### src/rtl/pipe_hazard_ctrl_if.sv
// Hazard-control bundle between the pipeline datapath (master) and the
// stall/flush sequencer (slave).
interface pipe_hazard_ctrl_if #(
    parameter int GPR_ADDR_W = 5
);
    logic [GPR_ADDR_W-1:0] dec_rs1_addr;
    logic [GPR_ADDR_W-1:0] dec_rs2_addr;
    logic                  dec_rs1_used;
    logic                  dec_rs2_used;
    logic                  id_en;
    logic                  id_gpr_we_;
    logic [GPR_ADDR_W-1:0] id_dst_addr;
    logic                  id_is_load;
    logic                  br_taken;
    logic                  mc_start;
    logic                  mem_busy;

    logic                  pc_stall;
    logic                  ifid_stall;
    logic                  ifid_flush;
    logic                  idex_stall;
    logic                  idex_flush;
    logic                  exmem_stall;
    logic                  exmem_flush;
    logic                  mc_done;
    logic                  bus_err;
    logic [1:0]            ctrl_state;

    modport master (
        output dec_rs1_addr, dec_rs2_addr, dec_rs1_used, dec_rs2_used,
        output id_en, id_gpr_we_, id_dst_addr, id_is_load,
        output br_taken, mc_start, mem_busy,
        input  pc_stall, ifid_stall, ifid_flush, idex_stall, idex_flush,
        input  exmem_stall, exmem_flush, mc_done, bus_err, ctrl_state
    );

    modport slave (
        input  dec_rs1_addr, dec_rs2_addr, dec_rs1_used, dec_rs2_used,
        input  id_en, id_gpr_we_, id_dst_addr, id_is_load,
        input  br_taken, mc_start, mem_busy,
        output pc_stall, ifid_stall, ifid_flush, idex_stall, idex_flush,
        output exmem_stall, exmem_flush, mc_done, bus_err, ctrl_state
    );
endinterface

### src/rtl/pipe_hazard_ctrl.sv
// Stall/flush sequencer for the in-order pipeline: load-use and branch hazards,
// multicycle-op freeze, data-memory wait freeze and memory-timeout abort.
module pipe_hazard_ctrl #(
    parameter int GPR_ADDR_W  = 5,
    parameter int MC_LATENCY  = 4,
    parameter int MEM_TIMEOUT = 64
) (
    input  logic                     clk,
    input  logic                     reset,
    pipe_hazard_ctrl_if.slave        hz
);

    typedef enum logic [1:0] {
        ST_RUN     = 2'd0,
        ST_MC_BUSY = 2'd1,
        ST_ABORT   = 2'd2
    } state_t;

    localparam logic [3:0] MC_LOAD   = 4'(MC_LATENCY - 1);
    localparam logic [7:0] WAIT_LAST = 8'(MEM_TIMEOUT - 1);

    state_t     state;
    logic [3:0] mc_cnt;
    logic [7:0] wait_cnt;

    logic [GPR_ADDR_W-1:0] dst_addr;
    logic [GPR_ADDR_W-1:0] rs1_addr;
    logic [GPR_ADDR_W-1:0] rs2_addr;

    logic in_abort;
    logic in_mc;
    logic in_run;
    logic timeout;
    logic mc_hold;
    logic mc_fin;
    logic mc_go;
    logic load_use;

    logic pc_stall;
    logic ifid_stall;
    logic ifid_flush;
    logic idex_stall;
    logic idex_flush;
    logic exmem_stall;
    logic exmem_flush;
    logic mc_done;
    logic bus_err;

    assign dst_addr = hz.id_dst_addr;
    assign rs1_addr = hz.dec_rs1_addr;
    assign rs2_addr = hz.dec_rs2_addr;

    // Encoding 3 is unreachable; anything that is not MC_BUSY or ABORT behaves as RUN.
    assign in_abort = (state == ST_ABORT);
    assign in_mc    = (state == ST_MC_BUSY);
    assign in_run   = !in_abort && !in_mc;

    assign timeout  = hz.mem_busy && (wait_cnt == WAIT_LAST);
    assign mc_hold  = in_mc && (mc_cnt != 4'd0);
    assign mc_fin   = in_mc && (mc_cnt == 4'd0);
    assign mc_go    = in_run && hz.mc_start && hz.id_en;

    assign load_use = hz.id_en && hz.id_is_load && !hz.id_gpr_we_ &&
                      (dst_addr != '0) &&
                      ((hz.dec_rs1_used && (rs1_addr == dst_addr)) ||
                       (hz.dec_rs2_used && (rs2_addr == dst_addr)));

    always_comb begin
        pc_stall    = 1'b0;
        ifid_stall  = 1'b0;
        ifid_flush  = 1'b0;
        idex_stall  = 1'b0;
        idex_flush  = 1'b0;
        exmem_stall = 1'b0;
        exmem_flush = 1'b0;
        bus_err     = 1'b0;

        if (in_abort) begin
            ifid_flush  = 1'b1;
            idex_flush  = 1'b1;
            exmem_flush = 1'b1;
        end else if (hz.mem_busy) begin
            pc_stall    = 1'b1;
            ifid_stall  = 1'b1;
            idex_stall  = 1'b1;
            exmem_stall = 1'b1;
            bus_err     = timeout;
        end else if (mc_hold || mc_go) begin
            pc_stall    = 1'b1;
            ifid_stall  = 1'b1;
            idex_stall  = 1'b1;
        end else if (in_run && hz.id_en && hz.br_taken) begin
            // Redirect: the PC must load the target, so it is not held.
            ifid_flush  = 1'b1;
            idex_flush  = 1'b1;
        end else if (in_run && load_use) begin
            pc_stall    = 1'b1;
            ifid_stall  = 1'b1;
            idex_flush  = 1'b1;
        end
    end

    // A timeout that coincides with the final MC cycle aborts the op, so no completion pulse.
    assign mc_done = mc_fin && !timeout;

    always_ff @(posedge clk or negedge reset) begin
        if (!reset) begin
            state    <= ST_RUN;
            mc_cnt   <= 4'd0;
            wait_cnt <= 8'd0;
        end else begin
            if (hz.mem_busy && !timeout) begin
                wait_cnt <= wait_cnt + 8'd1;
            end else begin
                wait_cnt <= 8'd0;
            end

            case (state)
                ST_ABORT: begin
                    state  <= ST_RUN;
                    mc_cnt <= 4'd0;
                end
                ST_MC_BUSY: begin
                    if (timeout) begin
                        state  <= ST_ABORT;
                        mc_cnt <= 4'd0;
                    end else if (mc_cnt == 4'd0) begin
                        state  <= ST_RUN;
                    end else begin
                        mc_cnt <= mc_cnt - 4'd1;
                    end
                end
                default: begin
                    if (timeout) begin
                        state  <= ST_ABORT;
                        mc_cnt <= 4'd0;
                    end else if (mc_go) begin
                        state  <= ST_MC_BUSY;
                        mc_cnt <= MC_LOAD;
                    end
                end
            endcase
        end
    end

    assign hz.pc_stall    = pc_stall;
    assign hz.ifid_stall  = ifid_stall;
    assign hz.ifid_flush  = ifid_flush;
    assign hz.idex_stall  = idex_stall;
    assign hz.idex_flush  = idex_flush;
    assign hz.exmem_stall = exmem_stall;
    assign hz.exmem_flush = exmem_flush;
    assign hz.mc_done     = mc_done;
    assign hz.bus_err     = bus_err;
    assign hz.ctrl_state  = state;

endmodule

### src/flat_wrapper.sv
// flat-port wrapper written by rule: the top's interface ports become plain ports
module pipe_hazard_ctrl_flat 
#(
    parameter int GPR_ADDR_W  = 5,
    parameter int MC_LATENCY  = 4,
    parameter int MEM_TIMEOUT = 64
)
  (clk, reset, hz_dec_rs1_addr, hz_dec_rs2_addr, hz_dec_rs1_used, hz_dec_rs2_used, hz_id_en, hz_id_gpr_we_, hz_id_dst_addr, hz_id_is_load, hz_br_taken, hz_mc_start, hz_mem_busy, hz_pc_stall, hz_ifid_stall, hz_ifid_flush, hz_idex_stall, hz_idex_flush, hz_exmem_stall, hz_exmem_flush, hz_mc_done, hz_bus_err, hz_ctrl_state);
  pipe_hazard_ctrl_if #(.GPR_ADDR_W(GPR_ADDR_W)) hz_i ();
  input  logic clk;
  input  logic reset;
  input wire logic [$bits(hz_i.dec_rs1_addr)-1:0] hz_dec_rs1_addr;
  input wire logic [$bits(hz_i.dec_rs2_addr)-1:0] hz_dec_rs2_addr;
  input wire logic [$bits(hz_i.dec_rs1_used)-1:0] hz_dec_rs1_used;
  input wire logic [$bits(hz_i.dec_rs2_used)-1:0] hz_dec_rs2_used;
  input wire logic [$bits(hz_i.id_en)-1:0] hz_id_en;
  input wire logic [$bits(hz_i.id_gpr_we_)-1:0] hz_id_gpr_we_;
  input wire logic [$bits(hz_i.id_dst_addr)-1:0] hz_id_dst_addr;
  input wire logic [$bits(hz_i.id_is_load)-1:0] hz_id_is_load;
  input wire logic [$bits(hz_i.br_taken)-1:0] hz_br_taken;
  input wire logic [$bits(hz_i.mc_start)-1:0] hz_mc_start;
  input wire logic [$bits(hz_i.mem_busy)-1:0] hz_mem_busy;
  output wire logic [$bits(hz_i.pc_stall)-1:0] hz_pc_stall;
  output wire logic [$bits(hz_i.ifid_stall)-1:0] hz_ifid_stall;
  output wire logic [$bits(hz_i.ifid_flush)-1:0] hz_ifid_flush;
  output wire logic [$bits(hz_i.idex_stall)-1:0] hz_idex_stall;
  output wire logic [$bits(hz_i.idex_flush)-1:0] hz_idex_flush;
  output wire logic [$bits(hz_i.exmem_stall)-1:0] hz_exmem_stall;
  output wire logic [$bits(hz_i.exmem_flush)-1:0] hz_exmem_flush;
  output wire logic [$bits(hz_i.mc_done)-1:0] hz_mc_done;
  output wire logic [$bits(hz_i.bus_err)-1:0] hz_bus_err;
  output wire logic [$bits(hz_i.ctrl_state)-1:0] hz_ctrl_state;
  assign hz_i.dec_rs1_addr = hz_dec_rs1_addr;
  assign hz_i.dec_rs2_addr = hz_dec_rs2_addr;
  assign hz_i.dec_rs1_used = hz_dec_rs1_used;
  assign hz_i.dec_rs2_used = hz_dec_rs2_used;
  assign hz_i.id_en = hz_id_en;
  assign hz_i.id_gpr_we_ = hz_id_gpr_we_;
  assign hz_i.id_dst_addr = hz_id_dst_addr;
  assign hz_i.id_is_load = hz_id_is_load;
  assign hz_i.br_taken = hz_br_taken;
  assign hz_i.mc_start = hz_mc_start;
  assign hz_i.mem_busy = hz_mem_busy;
  assign hz_pc_stall = hz_i.pc_stall;
  assign hz_ifid_stall = hz_i.ifid_stall;
  assign hz_ifid_flush = hz_i.ifid_flush;
  assign hz_idex_stall = hz_i.idex_stall;
  assign hz_idex_flush = hz_i.idex_flush;
  assign hz_exmem_stall = hz_i.exmem_stall;
  assign hz_exmem_flush = hz_i.exmem_flush;
  assign hz_mc_done = hz_i.mc_done;
  assign hz_bus_err = hz_i.bus_err;
  assign hz_ctrl_state = hz_i.ctrl_state;
  pipe_hazard_ctrl #(.GPR_ADDR_W(GPR_ADDR_W), .MC_LATENCY(MC_LATENCY), .MEM_TIMEOUT(MEM_TIMEOUT)) u_core (.clk(clk), .reset(reset), .hz(hz_i));
endmodule
### config.mk
export PLATFORM = sky130hd
export DESIGN_NAME = pipe_hazard_ctrl_flat
export DESIGN_NICKNAME = d
export VERILOG_FILES = /design/src/rtl/pipe_hazard_ctrl_if.sv /design/src/rtl/pipe_hazard_ctrl.sv /design/src/flat_wrapper.sv
export SDC_FILE = /design/constraint.sdc
export NUM_CORES = 1
export LEC_CHECK = 0
export CAP_MARGIN = 40
export CORE_MARGIN = 2
export CORE_UTILIZATION = 40
export DETAILED_ROUTE_END_ITERATION = 10
export GPL_TIMING_DRIVEN = 0
export PLACE_DENSITY_LB_ADDON = 0.25
export SLEW_MARGIN = 20
export SYNTH_ARGS = -nofsm -noshare
export SYNTH_HDL_FRONTEND = slang
export SYNTH_SLANG_ARGS = --single-unit
### constraint.sdc
create_clock -name clk -period 2.53 [get_ports clk]
set_clock_uncertainty 0.05 [all_clocks]
set_input_delay 0.506 -clock clk [delete_from_list [all_inputs] [get_ports clk]]
set_output_delay 0.506 -clock clk [all_outputs]
set_load 0.005 [all_outputs]
==> tab_implementation.tex <==
\begin{tabular}{lr}
\hline
Metric & Value \\
\hline
\multicolumn{2}{l}{\textbf{Logic synthesis}} \\
\quad Post-synth EDFFs & 0 \\
\quad Top cell type by total area after synthesis & dfrtp\_1 \\
\quad Post-synthesis area per instance & 8.96 um2 \\
\quad Primary FF master, synth & dfrtp\_1 \\
\quad Area share of the largest cell type after synthesis & 34.6\% \\
\quad Post-synthesis cell type count & 37 \\
\quad Mapped Cells & 113 \\
\quad Summed instance area of the synthesized netlist & 0.00101 mm2 \\
\quad Number of nets in the synthesized netlist & 143 \\
\quad Sequential share of the synthesized area & 34.6\% \\
\quad Syn. warnings & 0 \\
\quad Main area contributors after synthesis & dfrtp\_1 (35\%), xor2\_1 (10\%), ha\_1 (6.2\%) \\
\quad Flip-flop and latch count after synthesis & 14 \\
\quad Synth async-reset ratio & 100\% \\
\multicolumn{2}{l}{\textbf{Worst setup path}} \\
\quad Required time of the critical path & 1.97 ns \\
\quad Critical Path Source Type & flop \\
\quad Worst setup EP type & output pin \\
\quad Cells traversed along the worst timing path & inv\_2 -> ha\_4 -> or3b\_4 -> a21boi\_4 -> buf\_6 -> o211ai\_1 -> o21bai\_1 -> buf\_2 \\
\quad Number of buffer and inverter stages on the critical path & 3 \\
\quad Longest individual stage delay on the worst path & 0.41 ns \\
\quad Critical path's top delay family & simple AND/OR/NAND/NOR gates \\
\quad Maximum fanout encountered on the critical timing path & 3 \\
\quad Data arrival, critical path & 1.94 ns \\
\quad Type of the setup path with the least slack & flop to output pin \\
\quad Register-to-register path setup slack & 0.85 ns \\
\quad Critical Path Slowest Stage Cell & or3b\_4 \\
\multicolumn{2}{l}{\textbf{STA}} \\
\quad Crit share post-route & 98.5\% \\
\quad Worst path setup slack after routing & 0.0385 ns \\
\quad Worst hold slack after final layout & 0.500 ns \\
\quad Minimum clock period after layout & 2.49 ns \\
\quad Setup Viol. Count Final & 0 \\
\quad Setup Total Neg Slack & 0 ns \\
\quad Max Clock Freq & 401 MHz \\
\quad Number of pins exceeding their max-slew limit in the final report & 0 \\
\quad Actual transition at the worst max-transition pin & 0.619 ns \\
\quad Unrepaired setup endpoints after global routing & true \\
\quad Max-slew headroom & 58.6\% \\
\quad Fin. Hold Viols & 0 \\
\multicolumn{2}{l}{\textbf{Global routing}} \\
\quad Pin count of the biggest net entering global routing & 15 \\
\quad All-layer global routing usage & 17.8\% \\
\quad Antenna violations before repair & 0 \\
\quad GRT Residual Overflow & 0 \\
\quad Wire length of the first global-routing pass & 3.77 mm \\
\quad Via count of the first global-routing pass & 908 \\
\multicolumn{2}{l}{\textbf{Drt}} \\
\quad Average wire length per cell after detail routing & 12.8 um \\
\quad Total vias in the final route & 999 \\
\quad Detail-routed via count per cell & 5.20 \\
\quad Number of design-rule violations left by the first detailed-router iteration & 13 \\
\quad ANT nets after route & 0 \\
\quad Detailed Routing Iterations Pass 1 & 5 \\
\quad Residual DRC count & 0 \\
\quad Routed wire length & 2.46 mm \\
\multicolumn{2}{l}{\textbf{Placed design}} \\
\quad Placer congestion estimate & 0.789 \\
\quad Final HPWL from detailed placement & 1.78 mm \\
\quad Port bufs & 35 \\
\quad Worst slack at placement & -0.676 ns \\
\multicolumn{2}{l}{\textbf{Pwr}} \\
\quad IR drop worst, VDD & 0.526 mV \\
\quad Final Total Pwr & 1000 uW \\
\quad Pwr Density & 646 mW/mm2 \\
\quad Leakage power figure & 0.000735 uW \\
\multicolumn{2}{l}{\textbf{Finish}} \\
\quad Ratio of cells with drive above 1 in the final layout & 24.1\% \\
\quad Total inserted antenna cells & 0 \\
\quad Leading cell types in the layout, fill and taps excluded & nor2\_1 (16), clkdlybuf4s50\_1 (16), dfrtp\_1 (14), buf\_4 (13), xor2\_1 (12) \\
\quad Post-layout nets & 194 \\
\quad Fill cells & 211 \\
\quad Final core area utilization & 63.6\% \\
\quad Area added between synthesis and finish & 52.9\% \\
\multicolumn{2}{l}{\textbf{Die}} \\
\quad Rows & 18 \\
\quad Placeable Area & 0.00243 mm2 \\
\quad Die boundary height & 54.3 um \\
\quad I/O pin cnt & 36 \\
\quad Starting Density & 41.6\% \\
\quad Die width & 54.3 um \\
\quad Area enclosed by the die boundary & 0.00295 mm2 \\
\multicolumn{2}{l}{\textbf{CTS}} \\
\quad Clock root cell & clkbuf\_4 \\
\quad Number of hold-repair buffers added at the cts stage & 0 \\
\quad \# clock sinks & 14 \\
\quad H-tree depth reported by CTS & 1 \\
\quad Clock transition time at the flip-flop clock pins of the worst setup and hold paths & 0.08 ns \\
\quad Clock latency reported for the late side of the worst-skew pair & 0.28 ns \\
\quad Number of buffers inserted during clock tree synthesis & 3 \\
\quad Clock tree from TritonCTS & done \\
\quad Maximum count of clock buffers along a single path & 2 \\
\multicolumn{2}{l}{\textbf{Min path}} \\
\quad Type of the most critical hold path & flop to flop \\
\multicolumn{2}{l}{\textbf{Run status}} \\
\quad Result of the run & finished clean \\
\multicolumn{2}{l}{\textbf{Run}} \\
\quad Count of max-cap constraint violations & 0 \\
\hline
\end{tabular}
==> final timing paths <==
check,endpoint,cells after the start,start
min in group asynchronous,u_core.hz.ctrl_state[0],1,reset
max in group asynchronous,u_core.wait_cnt[7],1,reset
min,u_core.wait_cnt[7],2,u_core.wait_cnt[7]
max reg2reg,u_core.mc_cnt[0],7,u_core.mc_cnt[0]
max,hz_idex_flush,8,u_core.mc_cnt[0]
min reg2reg,u_core.wait_cnt[7],2,u_core.wait_cnt[7]
==> synthesized netlist by cell type, drive strengths merged, types with 2 or more instances <==
library cell  instances
inv                   8
nor4                  2
nand3                 3
a21oi                 6
nor3                  4
nand2                 3
xnor2                 4
buf                   4
ha                    5
and2                  3
xor2                 12
and3                  4
a32oi                 3
o22ai                 3
dfrtp                14
o21ai                 2
nor2                 16
==> power by group <==
group / internal [uW] / leakage (uW) / total, uW / switching, uW
Sequential: 261 / 0.000186 / 291 / 29.5
Combinational: 321 / 0.000535 / 586 / 265
Clock: 55.3 / 0.0000138 / 123 / 67.7
==> area by class of cell <==
type / instances / area [um2] / share of cell area, %
Inverter: 8 / 30.0 / 1.94
Timing Repair Buffer: 48 / 422 / 27.2
Buffer: 2 / 16.3 / 1.05
Sequential cell: 14 / 350 / 22.6
Clock buffer: 3 / 22.5 / 1.46
Multi-Input combinational cell: 87 / 669 / 43.2
Tap cell: 30 / 37.5 / 2.43
==> cell families after synthesis <==
kind of cell             after synthesis  share of synthesized area [%]
flip-flops                            14                           34.6
multiplexers                           1                           1.11
buffers and inverters                 12                           5.81
XOR/XNOR                              16                           13.8
AND/OR/NAND/NOR                       44                           22.7
adder cells (fa/ha/maj)                5                           6.18
AO/OA/AOI/OAI                         21                           15.7
==> sequential cells by signal (all words and copies together), names as in the netlist <==
signal / cells
u_core.hz.ctrl_state: 2
u_core.wait_cnt: 8
u_core.mc_cnt: 4
==> metal layers <==
metal | global-route usage, % | routed length, um
met3 | 4.10 | 174
met2 | 30.1 | 1270
met1 | 20.7 | 974
met4 | 10.0 | 45
met5 | 0 | 0
==> timing repair <==
action | CTS | global route
resized for setup | 39 | 14
pin swaps | 9 | 7
endpoints found under the setup margin | 6 | 7
setup buffers | 5 | 8
==> through the flow <==
stage	instance area (um2)	instances
after global placement	1400	178
after global routing	1550	192
final	1550	192
after floorplan	1010	113
after detailed placement	1400	178
after CTS	1460	186
==> tightest hold or removal path, cell delays in order (launching register included) <==
cell,delay [ns]
dfrtp_1,0.37
xor2_1,0.07
nor2_1,0.07
Note: power is estimated with default switching activity, not from simulation.
